**src/rtl/ga_pkg.sv**
```systemverilog
// Shared definitions for the gate array configuration controller:
// command encodings and register field widths.
package ga_pkg;

    localparam int PEN_W     = 5;
    localparam int INK_W     = 5;
    localparam int RAM_CFG_W = 6;

    typedef enum logic [1:0] {
        CMD_PEN  = 2'b00,
        CMD_INK  = 2'b01,
        CMD_MODE = 2'b10,
        CMD_RAM  = 2'b11
    } ga_cmd_e;

    localparam logic [PEN_W-1:0] BORDER_PEN_DEF = 5'd16;

endpackage

```
**src/rtl/ga_io_decode.sv**
```systemverilog
// Qualifies Z80 I/O writes to the gate array and emits exactly one cmd_valid
// per I/O cycle, on the clk where the qualified write first appears.
module ga_io_decode
    import ga_pkg::*;
(
    input  logic                 clk,
    input  logic                 rst_n,
    input  logic                 iorq_n,
    input  logic                 wr_n,
    input  logic                 m1_n,
    input  logic                 a15,
    input  logic                 a14,
    input  logic [7:0]           d,
    output logic                 cmd_valid,
    output ga_cmd_e              cmd,
    output logic [RAM_CFG_W-1:0] data
);

    logic wr_act;
    logic wr_act_d;
    logic wr_act_q;

    // M1_N low with IORQ_N low is an interrupt acknowledge, not a write.
    always_comb begin
        wr_act    = ~iorq_n & ~wr_n & m1_n & ~a15 & a14;
        wr_act_d  = wr_act;
        cmd_valid = wr_act & ~wr_act_q;
        cmd       = ga_cmd_e'(d[7:6]);
        data      = d[RAM_CFG_W-1:0];
    end

    always_ff @(posedge clk or negedge rst_n) begin
        if (!rst_n) begin
            wr_act_q <= 1'b0;
        end else begin
            wr_act_q <= wr_act_d;
        end
    end

endmodule

```
**src/rtl/ga_reg_ctrl.sv**
```systemverilog
// Gate array configuration registers: pen/ink, ROM disables, RAM banking,
// the interrupt-reset pulse and HSYNC-aligned video mode switching.
module ga_reg_ctrl
    import ga_pkg::*;
#(
    parameter bit               RAM_CFG_EN = 1'b1,
    parameter logic [PEN_W-1:0] BORDER_PEN = BORDER_PEN_DEF
) (
    input  logic                 clk,
    input  logic                 RESET_N,
    input  logic                 IORQ_N,
    input  logic                 WR_N,
    input  logic                 M1_N,
    input  logic                 A15,
    input  logic                 A14,
    input  logic [7:0]           D,
    input  logic                 HSYNC_I,
    output logic [PEN_W-1:0]     PEN,
    output logic                 INK_WE,
    output logic [PEN_W-1:0]     INK_ADDR,
    output logic [INK_W-1:0]     INK_DATA,
    output logic [1:0]           MODE,
    output logic                 LROM_DIS,
    output logic                 HROM_DIS,
    output logic                 IRQ_RESET,
    output logic [RAM_CFG_W-1:0] RAM_CFG,
    output logic                 RAM_WE
);

    logic                 cmd_valid;
    ga_cmd_e              cmd;
    logic [RAM_CFG_W-1:0] data;

    ga_io_decode u_dec (
        .clk       (clk),
        .rst_n     (RESET_N),
        .iorq_n    (IORQ_N),
        .wr_n      (WR_N),
        .m1_n      (M1_N),
        .a15       (A15),
        .a14       (A14),
        .d         (D),
        .cmd_valid (cmd_valid),
        .cmd       (cmd),
        .data      (data)
    );

    logic [PEN_W-1:0]     pen_d,       pen_q;
    logic                 ink_we_d,    ink_we_q;
    logic [PEN_W-1:0]     ink_addr_d,  ink_addr_q;
    logic [INK_W-1:0]     ink_data_d,  ink_data_q;
    logic [1:0]           mode_d,      mode_q;
    logic [1:0]           mode_pend_d, mode_pend_q;
    logic                 lrom_dis_d,  lrom_dis_q;
    logic                 hrom_dis_d,  hrom_dis_q;
    logic                 irq_reset_d, irq_reset_q;
    logic [RAM_CFG_W-1:0] ram_cfg_d,   ram_cfg_q;
    logic                 ram_we_d,    ram_we_q;
    logic                 hsync_d,     hsync_q;

    always_comb begin
        pen_d       = pen_q;
        ink_we_d    = 1'b0;
        ink_addr_d  = ink_addr_q;
        ink_data_d  = ink_data_q;
        mode_pend_d = mode_pend_q;
        lrom_dis_d  = lrom_dis_q;
        hrom_dis_d  = hrom_dis_q;
        irq_reset_d = 1'b0;
        ram_cfg_d   = ram_cfg_q;
        ram_we_d    = 1'b0;
        hsync_d     = HSYNC_I;

        // mode_pend_q here is the pre-write value, so a write landing on an
        // HSYNC edge is deferred to the following HSYNC.
        mode_d = (HSYNC_I && !hsync_q) ? mode_pend_q : mode_q;

        if (cmd_valid) begin
            case (cmd)
                CMD_PEN: begin
                    pen_d = data[4] ? BORDER_PEN : {1'b0, data[3:0]};
                end
                CMD_INK: begin
                    ink_we_d   = 1'b1;
                    ink_addr_d = pen_q;
                    ink_data_d = data[INK_W-1:0];
                end
                CMD_MODE: begin
                    mode_pend_d = data[1:0];
                    lrom_dis_d  = data[2];
                    hrom_dis_d  = data[3];
                    irq_reset_d = data[4];
                end
                CMD_RAM: begin
                    if (RAM_CFG_EN) begin
                        ram_cfg_d = data;
                        ram_we_d  = 1'b1;
                    end
                end
                default: ;
            endcase
        end
    end

    always_ff @(posedge clk or negedge RESET_N) begin
        if (!RESET_N) begin
            pen_q       <= '0;
            ink_we_q    <= 1'b0;
            ink_addr_q  <= '0;
            ink_data_q  <= '0;
            mode_q      <= '0;
            mode_pend_q <= '0;
            lrom_dis_q  <= 1'b0;
            hrom_dis_q  <= 1'b0;
            irq_reset_q <= 1'b0;
            ram_cfg_q   <= '0;
            ram_we_q    <= 1'b0;
            hsync_q     <= 1'b0;
        end else begin
            pen_q       <= pen_d;
            ink_we_q    <= ink_we_d;
            ink_addr_q  <= ink_addr_d;
            ink_data_q  <= ink_data_d;
            mode_q      <= mode_d;
            mode_pend_q <= mode_pend_d;
            lrom_dis_q  <= lrom_dis_d;
            hrom_dis_q  <= hrom_dis_d;
            irq_reset_q <= irq_reset_d;
            ram_cfg_q   <= ram_cfg_d;
            ram_we_q    <= ram_we_d;
            hsync_q     <= hsync_d;
        end
    end

    assign PEN       = pen_q;
    assign INK_WE    = ink_we_q;
    assign INK_ADDR  = ink_addr_q;
    assign INK_DATA  = ink_data_q;
    assign MODE      = mode_q;
    assign LROM_DIS  = lrom_dis_q;
    assign HROM_DIS  = hrom_dis_q;
    assign IRQ_RESET = irq_reset_q;
    assign RAM_CFG   = ram_cfg_q;
    assign RAM_WE    = ram_we_q;

endmodule

```
**config.mk**
```make
export PLATFORM = sky130hd
export DESIGN_NAME = ga_reg_ctrl
export DESIGN_NICKNAME = d
export VERILOG_FILES = /design/src/rtl/ga_pkg.sv /design/src/rtl/ga_io_decode.sv /design/src/rtl/ga_reg_ctrl.sv
export SDC_FILE = /design/constraint.sdc
export NUM_CORES = 1
export LEC_CHECK = 0
export BUFFER_PORTS_ARGS = -buffer_cell sky130_fd_sc_hd__buf_2
export CORE_ASPECT_RATIO = 1.25
export CORE_MARGIN = 5
export CORE_UTILIZATION = 35
export DETAILED_ROUTE_END_ITERATION = 8
export MAX_ROUTING_LAYER = met4
export PLACE_DENSITY = 0.58
export SLEW_MARGIN = 10
export SYNTH_ARGS = -nofsm -noshare
export SYNTH_HDL_FRONTEND = slang
export SYNTH_HIERARCHICAL = 1
export SYNTH_SLANG_ARGS = --single-unit
```
**constraint.sdc**
```tcl
create_clock -name clk -period 1.4 [get_ports clk]
set_input_delay 0.07 -clock clk [delete_from_list [all_inputs] [get_ports clk]]
set_output_delay 0.07 -clock clk [all_outputs]
set_load 0.05 [all_outputs]
```
# ---- Yosys cells after proc, flatten, opt, wreduce, memory -nomap -nowiden
# Cells that the tools add are included.
dict set report classes {
  n_addsub 0
  multipliers 0
  div 0
  order_cmp 0
  eq_ne 3
  shift 0
  muxes 7
  bitwise_logic 9
  n_reduce_logical 7
}
# operator count
set ops {}
lappend ops {{$reduce_and 2->1} 4}
lappend ops {{$mux 1} 6}
lappend ops {{$and 1x1->1} 5}
lappend ops {{$mux 5} 1}
lappend ops {{$eq 2x2->1 const B} 2}
lappend ops {{$not 1->1} 4}
lappend ops {{$eq 2x1->1 const B} 1}
lappend ops {{$logic_not 2->1} 1}
lappend ops {{$logic_and 1x1->1} 1}
lappend ops {{$logic_not 1->1} 1}
dict set report totals {
  regBits 32
  latchBits 0
  ramBits 0
  mem_bits_ro 0
  out_inout_bits 28
  elab_cells 39
  n_memories 0
}

# ---- Longest topological paths before layout
# Gate-level depths: netlist of the first run.
dict set report logic_depth {
  ltp_word 7
  depth_mapped 5
}

# ---- Hierarchy
# Netlist of the first run, hierarchy kept.
# module instances cells_per_inst area_each_um2 seq_area_each_um2
set modules_own_cells {}
lappend modules_own_cells {ga_reg_ctrl 1 72 1214.9 775.7}
lappend modules_own_cells {ga_io_decode 1 12 127.6 25.0}

# ---- Worst setup path before layout of the first run
# Ideal clock, no wire load.
dict set report synth_path {
  path_kind {register to register}
  from {register u_dec.wr_act_q}
  to {register pen_q[0], in the netlist PEN[0]}
  setup_time_ns 0.125
  t_arrival_ns 1.438
  required_time_ns 1.275
  path_slack_ns -0.163
  stages_incl_launch_ff 4
  cell_sequence {dfrtp_1 > nor4_2 > nor3b_4 > mux2_2}
}
dict set report synth_between {
  elab_chain_len 3
}
# item line
set synth_rtl {}
lappend synth_rtl {{from (decl)} ga_io_decode.sv:21} ;# logic wr_act_q;
lappend synth_rtl {{from (signal assigned)} ga_io_decode.sv:36} ;# wr_act_q <= wr_act_d;
lappend synth_rtl {{$not 1->1} ga_io_decode.sv:27} ;# cmd_valid = wr_act & ~wr_act_q;
lappend synth_rtl {{$and 1x1->1} ga_io_decode.sv:27}
lappend synth_rtl {{net cmd_valid} ga_reg_ctrl.sv:30} ;# logic cmd_valid;
lappend synth_rtl {{$reduce_and 2->1 (no source line)} -}
lappend synth_rtl {{to (signal assigned)} ga_reg_ctrl.sv:120} ;# pen_q <= pen_d;
lappend synth_rtl {{to (decl)} ga_reg_ctrl.sv:48} ;# logic [PEN_W-1:0] pen_d, pen_q;
# The timed path passes the listed nets, and every way through them passes these cells.
# A chain may end at the register's enable or synchronous reset.

# ---- Worst setup path in the final report of the first run
dict set report layout_path {
  from {register u_dec.wr_act_q}
  to {register ink_addr_q[2], in the netlist INK_ADDR[2]}
}
dict set report layout_between {
  elab_chain_len 3
}
# item line
set layout_rtl {}
lappend layout_rtl {{$not 1->1} ga_io_decode.sv:27}
lappend layout_rtl {{$and 1x1->1} ga_io_decode.sv:27}
lappend layout_rtl {{net cmd_valid} ga_reg_ctrl.sv:30}
lappend layout_rtl {{$reduce_and 2->1 (no source line)} -}
lappend layout_rtl {{to (signal assigned)} ga_reg_ctrl.sv:122} ;# ink_addr_q <= ink_addr_d;
lappend layout_rtl {{to (decl)} ga_reg_ctrl.sv:50} ;# logic [PEN_W-1:0] ink_addr_d, ink_addr_q;
# The timed path passes the listed nets, and every way through them passes these cells.

==> results of run 1 <==
==> worst max path at each step <==
stage               slack [ns]                 endpoint
floorplan                -0.05       PEN[0]$_DFFE_PN0P_
finish                   -0.04  INK_ADDR[2]$_DFFE_PN0P_
detailed placement       -0.15       PEN[1]$_DFFE_PN0P_
global placement         -0.11       PEN[4]$_DFFE_PN0P_
CTS                      -0.03  INK_ADDR[2]$_DFFE_PN0P_
global route             -0.09  INK_DATA[3]$_DFFE_PN0P_
==> cells in the mapped netlist (all sizes together) <==
library cell,n,area (µm²)
dfrtp,32,800.8
mux2,27,337.8
buf,9,71.32
nor2b,5,31.28
inv,3,11.26
nand3b,3,35.03
nand3,1,10.01
nor2,1,3.750
nor3,1,10.01
nor3b,1,18.77
nor4,1,12.51
==> logic make-up after synthesis <==
family / count (synthesis) / share of synthesized area
buffers and inverters: 12 / 0.06151
and+or+nand+nor: 13 / 0.09040
DFF: 32 / 0.5965
muxes: 27 / 0.2516
==> flip-flops by register name, summed over array words and instances, names as in the netlist, 2 cells and up <==
name         count
MODE             2
RAM_CFG          6
mode_pend_q      2
PEN              5
INK_DATA         5
INK_ADDR         5
==> power by group <==
part	internal, mW	switching, mW
logic	0.159	0.379
registers	1.01	0.0455
clock network	0.400	0.303
==> cell type report <==
type                            count  share of cell area
Inverter                            3            0.006574
Sequential cell                    32              0.4675
Timing Repair Buffer               51              0.1687
Clock buffer                        8             0.05259
Tap cell                           40             0.02922
Multi-Input combinational cell     40              0.2754
==> cell usage in the layout, fill, tap and decap left out <==
cell | synthesis | routed
inv_1 | 3 | 3
nor2b_1 | 5 | 5
buf_6 | 1 | 1
dlygate4sd3_1 | 0 | 4
buf_4 | 8 | 3
buf_2 | 0 | 43
clkbuf_1 | 0 | 2
nand3b_1 | 2 | 2
mux2_2 | 18 | 17
nand3_2 | 1 | 1
nor4_4 | 0 | 1
clkbuf_8 | 0 | 6
mux2_4 | 9 | 10
nor3b_4 | 1 | 1
dfrtp_1 | 32 | 32
nor2_1 | 1 | 1
nor3_2 | 1 | 1
nand3b_4 | 1 | 1
==> metrics by stage <==
stage,area (µm²),std cells,hold WS (ns)
finish,1713,174,0.03332
global route,1713,174,0.02391
CTS,1709,174,0.01989
detailed placement,1560,160,0.1615
global placement,1560,160,0.1475
floorplan,1351,84,-0.2256
==> repair_timing <==
action                                 CTS  global route
setup endpoints to repair               24            25
gates resized for setup                  1             1
buffers inserted                         2             0
hold buffers                             4             0
pin swaps                                1             0
cloned                                   0             0
endpoints found under the hold margin   34             0
==> layer usage <==
layer / wire, µm / vias up / track usage
met5: 0 / - / -
met4: 49 / 0 / 0.06224
met3: 114 / 5 / 0.03960
met2: 1299 / 28 / 0.1773
met1: 1055 / 396 / 0.1159
li1: - / 376 / -
==> summary.md, run 1 <==
| Metric | Value |
|---|---|
| Status | finished with violations |
| Failing checks | negative setup slack |
| Clk_skew | 0.004875 ns |
| Endpoints failing setup | 9 |
| I/O Buffers | 43 |
| Die ar. | 0.005182 mm² |
| Gr usage total | 0.1101 |
| I/O pin count | 44 |
| Yosys cell types | 14 |
| Mapped Cells | 84 |
| Nets | 149 |
| Detailed Route WL | 2519 µm |
| Rows | 25 |
| Top delay family on crit path | flip-flops |
| Core area | 0.003754 mm² |
| Die Wd | 65.40 µm |
| Static Leak | 0.9704 nW |
| Area delta synth->final | 27.59% |
| Clk sinks | 32 |
| Total chip power | 2.300 mW |
| Worst path depth | 5 |
| Startpoint Class | flop |
| Crit path setup slack, layout | -0.03908 ns |
| Hold Crit Start | D[5] |
| Reg2Reg Depth | 5 |
| Crit-path cells | nor4_4 -> buf_4 -> nand3b_1 -> buf_6 -> mux2_4 |
| Global placer's final weighted congestion | 0.7664 |
| Syn. warnings | 6 |
| Max incr delay on CP | 0.39 ns |
| CP required | 1.56 ns |
| Kind of critical path | reg2reg |
| Period utilization | 1.028 |
| VDD IR max | 470.2 µV |
| CTS Buf Count | 5 |
| Initial antenna violation count | 0 |
| Final hold viol count | 0 |
| Hold Path End | RAM_CFG[5]$_DFFE_PN0P_ |
| CTS tree | built |
| Post-route ant nets | 0 |
| Worst R2R End | INK_ADDR[2]$_DFFE_PN0P_ |
| Worst hold stages | 2 |
| CTS root buffer | clkbuf_8 |
| Synth Cell Area | 0.001343 mm² |
| Ratio of total power to cell area | 1343 mW/mm² |
| Reg-to-reg startpoint | u_dec/wr_act_q$_DFF_PN0_ |
| Reg area | 800.8 µm² |
| Crit path launch | u_dec/wr_act_q$_DFF_PN0_ |
| # DRC | 0 |
| Max-cap violations | 0 |
| CTS max path bufs | 2 |
| Relative slew margins | 0.5373 |
| Pin count of the biggest net entering global routing | 33 |
| Die Ht | 79.25 µm |
| WL/cell | 14.48 µm |
| First-pass GRT wire length | 4133 µm |
| Iteration-0 DRC Markers | 18 |
| CTS H-tree lvls | 2 |
| DP Wirelength | 1905 µm |
| DR vias/cell | 4.626 |
| Synthesized area per cell | 15.98 µm² |
| Flop2flop setup slack | -0.04 ns |
| Worst Tran Pin Value | 0.6940 ns |
| Crit-path slowest cell | dfrtp_1 |
| Final max-slew violation count | 0 |
| Area occupied by multi-input gates | 471.7 µm² |
| Worst-path maximum fanout | 10 |
| Initial Util | 0.3577 |
| Fin util | 0.4563 |
| Critical Path AT | 1.60 ns |
| Classification of the worst-slack hold path | in2reg |
| Buf/Inv on CP | 2 |
| Number of global-route vias before repair | 900 |
| Max Freq | 694.9 MHz |
| Worst-path clk slew | 0.06 ns |
| Number of diodes | 0 |
| TNS Setup | -0.3140 ns |
| Syn Nets | 100 |
| Pre-CTS setup slack | -0.1546 ns |
| Clk_lat worst skew | 0.28 ns |
| Synth Register Bits | 32 |
| Gr ovfl total | 0 |
| Register area share after synthesis | 0.5965 |
| Via count | 805 |
| Minimum clock period | 1.439 ns |
| Share of post-route cells with drive strength above 1 | 0.6343 |
| RSZ-0062 raised after global routing | yes |
| 1st-pass router iterations | 4 |
| Fillers | 337 |
| Crit path capture type | flop |
(Power assumes the default switching activity.)
==> run 2: changes to the inputs <==
==> constraint.sdc (replaced) <==
create_clock -name clk -period 1.2 [get_ports clk]
set_input_delay 0.06 -clock clk [delete_from_list [all_inputs] [get_ports clk]]
set_output_delay 0.06 -clock clk [all_outputs]
set_load 0.05 [all_outputs]
==> run 2 against run 1 <==
Net effect:
- the flow still finishes with violations (negative setup slack)
- sequential power up 17%
- critical path depth down 1
- sequential share of layout area down 0.77 points
- via count up 1.7%
==> summary.md, run 2 (synthesis gave the netlist of run 1 again) <==
| Metric | Value |
|---|---|
| TNS Setup | -3.378 ns (-3.064 ns) |
| Die ar. | 0.005182 mm² (unchanged) |
| Met3 Use GR | 0.03536 (-0.004243) |
| Clk_lat worst skew | 0.28 ns (about the same) |
| CTS root buffer | clkbuf_8 |
| Relative slew margins | 0.7816 (+0.2443) |
| Reg area | 800.8 µm² (unchanged) |
| Global placer's final weighted congestion | 0.7084 (-7.6%) |
| Endpoints failing setup | 25 (+16) |
| CP required | 1.36 ns (-0.20 ns) |
| CTS H-tree lvls | 2 (unchanged) |
| Initial Util | 0.3577 (unchanged) |
| Iteration-0 DRC Markers | 16 (-2) |
| CTS Buf Count | 5 (unchanged) |
| Core area | 0.003754 mm² (unchanged) |
| Commonest non-fill, non-tap cells in the layout | buf_2, dfrtp_1, mux2_4 |
| Worst-path maximum fanout | 5 (-5) |
| Area occupied by multi-input gates | 486.7 µm² (+3.2%) |
| Max Freq | 737.6 MHz (+6.2%) |
| Final max-slew violation count | 0 (unchanged) |
| Die Ht | 79.25 µm (unchanged) |
| Gr ovfl total | 0 (unchanged) |
| Crit path setup slack, layout | -0.1557 ns (-0.1166 ns) |
| Pre-CTS setup slack | -0.2913 ns (-0.1367 ns) |
| Period utilization | 1.130 (+0.1018) |
| GR peak layer | met2 |
| Clk sinks | 32 (unchanged) |
| VDD IR max | 445.0 µV (-5.4%) |
| Static Leak | 0.9865 nW (+1.7%) |
| Initial antenna violation count | 0 (unchanged) |
| 1st-pass router iterations | 3 (-1) |
| Largest register FFs | 6 (unchanged) |
| Worst Tran Pin Value | 0.3276 ns (-0.3664 ns) |
| Gr usage total | 0.1170 (+0.006957) |
| GR met1 Demand/Resource | 0.1095 (-0.006388) |
| Via count | 819 (+1.7%) |
| Startpoint Class | flop |
| Max-cap violations | 0 (unchanged) |
| # DRC | 0 (unchanged) |
| I/O Buffers | 43 (unchanged) |
| First-pass GRT wire length | 4360 µm (+5.5%) |
| Pin count of the biggest net entering global routing | 16 (-52%) |
| Fillers | 362 (+7.4%) |
| WL/cell | 14.53 µm (+0.38%) |
| Area after DPL | 0.001605 mm² (+2.9%) |
| Worst-path clk slew | 0.06 ns (about the same) |
| Total chip power | 2.592 mW (+13%) |
| Commonest non-fill, non-tap cell in the layout | buf_2 |
| Rows | 25 (unchanged) |
| Share of post-route cells with drive strength above 1 | 0.6593 (+0.02493) |
| Crit path capture type | flop |
| Finished Cell Area | 0.001742 mm² (+1.7%) |
| DR vias/cell | 4.680 (+1.2%) |
| Clk_skew | 0.003473 ns (-0.001402 ns) |
| CTS tree | built |
| CTS max path bufs | 2 (unchanged) |
| Kind of critical path | reg2reg |
| Nets | 153 (+2.7%) |
| Classification of the worst-slack hold path | in2reg |
| Area delta synth->final | 29.73% |
| Final hold viol count | 0 (unchanged) |
| Number of diodes | 0 (unchanged) |
| Critical Path AT | 1.52 ns (-0.08 ns) |
| DP Wirelength | 1985 µm (+4.2%) |
| Minimum clock period | 1.356 ns (-0.08342 ns) |
| I/O pin count | 44 (unchanged) |
| Post-route ant nets | 0 (unchanged) |
| Worst Hold Slack | 0.01222 ns (-0.02110 ns) |
| Detailed Route WL | 2543 µm (+0.95%) |
| Number of global-route vias before repair | 919 (+2.1%) |
| Met2 GRT Util | 0.2047 (+0.02736) |
| Die Wd | 65.40 µm (unchanged) |
| Ratio of total power to cell area | 1488 mW/mm² (+11%) |
| Failing checks | negative setup slack |
| RSZ-0062 raised after global routing | yes |
| Status | finished with violations |
-- run 2: changes by cell type in the layout (fill, tap and decap cells not counted), sizes merged --
cell / change
dlygate4sd3: -1
buf: +5
clkbuf: -3
-- run 2: worst max-delay path, stage by stage, from the launching register on --
cell and delay [ns]:
dfrtp_1 0.39, nor4_4 0.17, nor3b_4 0.23, buf_6 0.15, mux2_4 0.30
-- run 2: path summary, 6_finish.rpt --
check | from | endpoint | slack [ns] | cells past startpoint
worst min register to register | RAM_CFG[1]$_DFFE_PN0P_ | RAM_CFG[1]$_DFFE_PN0P_ | 0.50 | 1
max in group asynchronous | RESET_N | RAM_CFG[5]$_DFFE_PN0P_ | 0.51 | 3
worst max-delay path | u_dec/wr_act_q$_DFF_PN0_ | PEN[1]$_DFFE_PN0P_ | -0.16 | 4
worst min-delay path | D[5] | RAM_CFG[5]$_DFFE_PN0P_ | 0.01 | 2
min in group asynchronous | RESET_N | INK_DATA[2]$_DFFE_PN0P_ | 0.22 | 2
worst max register to register | u_dec/wr_act_q$_DFF_PN0_ | PEN[1]$_DFFE_PN0P_ | -0.16 | 4
-- run 2: timing repair --
item	4_1_cts	5_1_grt
setup buffers	1	0
endpoints found under the hold margin	23	0
hold buffers	3	0
endpoints found under the setup margin	25	25
pin swaps	1	0
gates resized for setup	8	0
cloned	0	0
-- run 2: area by class of cell --
cell class                      count  share of cell area
Tap cell                           40             0.02874
Timing Repair Buffer               55              0.1861
Sequential cell                    32              0.4598
Inverter                            3            0.006466
Clock buffer                        5             0.03951
Multi-Input combinational cell     40              0.2795
-- run 2: power by group --
| group | internal, mW | total [mW] | leakage [nW] | switching, mW |
|---|---|---|---|---|
| Sequential | 1.18 | 1.24 | 0.431 | 0.0537 |
| Combinational | 0.200 | 0.643 | 0.520 | 0.443 |
| Clock | 0.372 | 0.714 | 0.0359 | 0.342 |
-- run 2: per-stage QoR --
| stage | utilization | cells |
|---|---|---|
| after floorplan | - | 84 |
| after global placement | 0.4277 | 166 |
| after detailed placement | 0.4277 | 166 |
| after CTS | 0.4640 | 175 |
| after global routing | 0.4640 | 175 |
| final | 0.4640 | 175 |
-- run 2: routing by layer --
metal | part of all wire | vias to the layer above | wire length [µm]
li1 | - | 383 | -
met1 | 0.38 | 403 | 954
met2 | 0.54 | 26 | 1362
met3 | 0.059 | 7 | 150
met4 | 0.030 | 0 | 76
met5 | 0 | - | 0
==> run 3: changes to the inputs <==
--- a/config.mk
+++ b/config.mk
@@ -7,10 +7,9 @@
 export LEC_CHECK = 0
 export BUFFER_PORTS_ARGS = -buffer_cell sky130_fd_sc_hd__buf_2
 export CORE_ASPECT_RATIO = 1.25
-export CORE_MARGIN = 5
+export CORE_MARGIN = 2
 export CORE_UTILIZATION = 35
 export DETAILED_ROUTE_END_ITERATION = 8
-export MAX_ROUTING_LAYER = met4
 export PLACE_DENSITY = 0.58
 export SLEW_MARGIN = 10
 export SYNTH_ARGS = -nofsm -noshare
==> run 3 against run 2 <==
Net effect:
- the run still ends with negative setup slack left
- sequential power about the same
- register-to-register slack got worse by 0.08 ns
- combinational power about the same
- design area increased by 3.1%
- largest cell class unchanged
==> summary.md, run 3 (synthesis gave the netlist of run 1 again) <==
| Metric | Value |
|---|---|
| TNS Setup | -4.312 ns (-0.9334 ns) |
| Pin count of the biggest net entering global routing | 19 (+3) |
| CTS tree | built |
| Ratio of total power to cell area | 1599 mW/mm² (+7.4%) |
| Area after DPL | 0.001583 mm² (-1.4%) |
| Failing checks | negative setup slack |
| Crit path capture type | flop |
| DP Wirelength | 1818 µm (-8.4%) |
| Endpoints failing setup | 25 (unchanged) |
| Iteration-0 DRC Markers | 19 (+3) |
| I/O Buffers | 43 (unchanged) |
| CTS Buf Count | 5 (unchanged) |
| Global placer's final weighted congestion | 0.7288 (+2.9%) |
| Nets | 153 (unchanged) |
| CTS max path bufs | 2 (unchanged) |
| CTS root buffer | clkbuf_8 |
| Commonest non-fill, non-tap cell in the layout | buf_2 |
| Area delta synth->final | 33.74% |
| Crit-path cells | nor4_4 -> nor3b_4 -> buf_6 -> mux2_4 |
| Number of global-route vias before repair | 890 (-3.2%) |
| WL/cell | 14.40 µm (-0.87%) |
| Clk sinks | 32 (unchanged) |
| Final max-slew violation count | 0 (unchanged) |
| Fillers | 337 (-6.9%) |
| RSZ-0062 raised after global routing | yes |
| 1st-pass router iterations | 4 (+1) |
| Static Leak | 1.014 nW (+2.8%) |
| Via count | 824 (+0.61%) |
| I/O pin count | 44 (unchanged) |
| Rows | 25 (unchanged) |
| First-pass GRT wire length | 4278 µm (-1.9%) |
| Initial antenna violation count | 0 (unchanged) |
| Minimum clock period | 1.432 ns (+0.07632 ns) |
| Post-route ant nets | 0 (unchanged) |
| Max incr delay on CP | 0.40 ns (about the same) |
| Finished Cell Area | 0.001795 mm² (+3.1%) |
| Detailed Route WL | 2564 µm (+0.83%) |
| Max-cap violations | 0 (unchanged) |
| Number of diodes | 0 (unchanged) |
| Die ar. | 0.004350 mm² (-16%) |
| Clk_lat worst skew | 0.28 ns (about the same) |
| Classification of the worst-slack hold path | in2reg |
| Startpoint Class | flop |
| Die Ht | 73.25 µm (-7.6%) |
| Clk_skew | 0.004065 ns (+0.0005919 ns) |
| DR vias/cell | 4.629 (-1.1%) |
| Worst-path maximum fanout | 3 (-2) |
| Crit-path slowest cell | dfrtp_1 |
| Kind of critical path | reg2reg |
| Final hold viol count | 0 (unchanged) |
| Crit path setup slack, layout | -0.2320 ns (-0.07632 ns) |
| Initial Util | 0.3607 (+0.003006) |
| Commonest non-fill, non-tap cells in the layout | buf_2, dfrtp_1, mux2_4 |
| Period utilization | 1.193 (+0.06360) |
| Die Wd | 59.40 µm (-9.2%) |
| Worst-path clk slew | 0.06 ns (about the same) |
| Status | finished with violations |
| Share of post-route cells with drive strength above 1 | 0.6594 (about the same) |
| VDD IR max | 596.1 µV (+34%) |
| Gr usage total | 0.1397 (+0.02266) |
| Worst Tran Pin Value | 0.3295 ns (+0.001938 ns) |
| Critical Path AT | 1.60 ns (+0.08 ns) |
| Gr ovfl total | 0 (unchanged) |
| CTS H-tree lvls | 2 (unchanged) |
| Max Freq | 698.3 MHz (-5.3%) |
| Relative slew margins | 0.7803 (-0.001292) |
| Core area | 0.003722 mm² (-0.83%) |
| CP required | 1.37 ns (about the same) |
| Largest register FFs | 6 (unchanged) |
| # DRC | 0 (unchanged) |
run 3: cell count changes in the layout (fill, tap and decap cells not counted), sizes merged:
cell / change
clkbuf: +1
clkinv: +1
bufinv: +1
run 3: layout make-up:
class | count | area, µm² | area share
well taps | 40 | 50.05 | 0.02787
multi-input cells | 40 | 498.0 | 0.2774
inverters | 3 | 11.26 | 0.006272
flip-flops and latches | 32 | 800.8 | 0.4460
clock buffers | 6 | 72.57 | 0.04042
clock inverters | 2 | 35.03 | 0.01951
repair buffers | 55 | 327.8 | 0.1826
run 3: critical path, delay by kind of cell, from the launching register on:
family                 cells  cell delay, ns
and+or+nand+nor            2            0.49
buffers and inverters      1            0.15
muxes                      1            0.29
DFF                        1            0.40
run 3: final timing paths:
path,start,slack (ns),cells after the start,end
max,u_dec/wr_act_q$_DFF_PN0_,-0.23,4,PEN[2]$_DFFE_PN0P_
min,D[5],0.01,2,RAM_CFG[5]$_DFFE_PN0P_
max reg2reg,u_dec/wr_act_q$_DFF_PN0_,-0.23,4,PEN[2]$_DFFE_PN0P_
min reg2reg,RAM_CFG[1]$_DFFE_PN0P_,0.50,1,RAM_CFG[1]$_DFFE_PN0P_
max in group asynchronous,RESET_N,0.44,3,INK_ADDR[0]$_DFFE_PN0P_
min in group asynchronous,RESET_N,0.20,2,INK_WE$_DFF_PN0_
run 3: power breakdown:
part | leakage [nW] | internal, mW | switching, mW
logic | 0.528 | 0.199 | 0.444
registers | 0.431 | 1.18 | 0.0538
clock network | 0.0552 | 0.615 | 0.378
run 3: routing by layer:
layer / routed length [µm] / track usage
met1: 997 / 0.1558
met2: 1376 / 0.2295
met3: 156 / 0.05851
met4: 34 / 0.06061
met5: 0 / 0
run 3: stage by stage:
stage	total power, mW	worst slack [ns]	hold slack (ns)	instances	utilization
detailed placement	1.882	-0.3074	-0.02113	163	0.4252
global placement	1.873	-0.2639	-0.03044	163	0.4252
CTS	2.911	-0.1991	0.007656	177	0.4763
finish	2.871	-0.2320	0.01276	178	0.4824
global route	3.000	-0.3098	0.01092	178	0.4824
floorplan	1.718	-0.2439	-0.2356	84	-
run 3: what timing repair did:
item / in CTS / in global routing
hold buffers: 3 / 0
pin swaps: 2 / 1
buffers inserted: 2 / 1
endpoints found under the hold margin: 16 / 0
gates cloned: 1 / 0
gates resized for setup: 9 / 3
setup endpoints to repair: 26 / 26
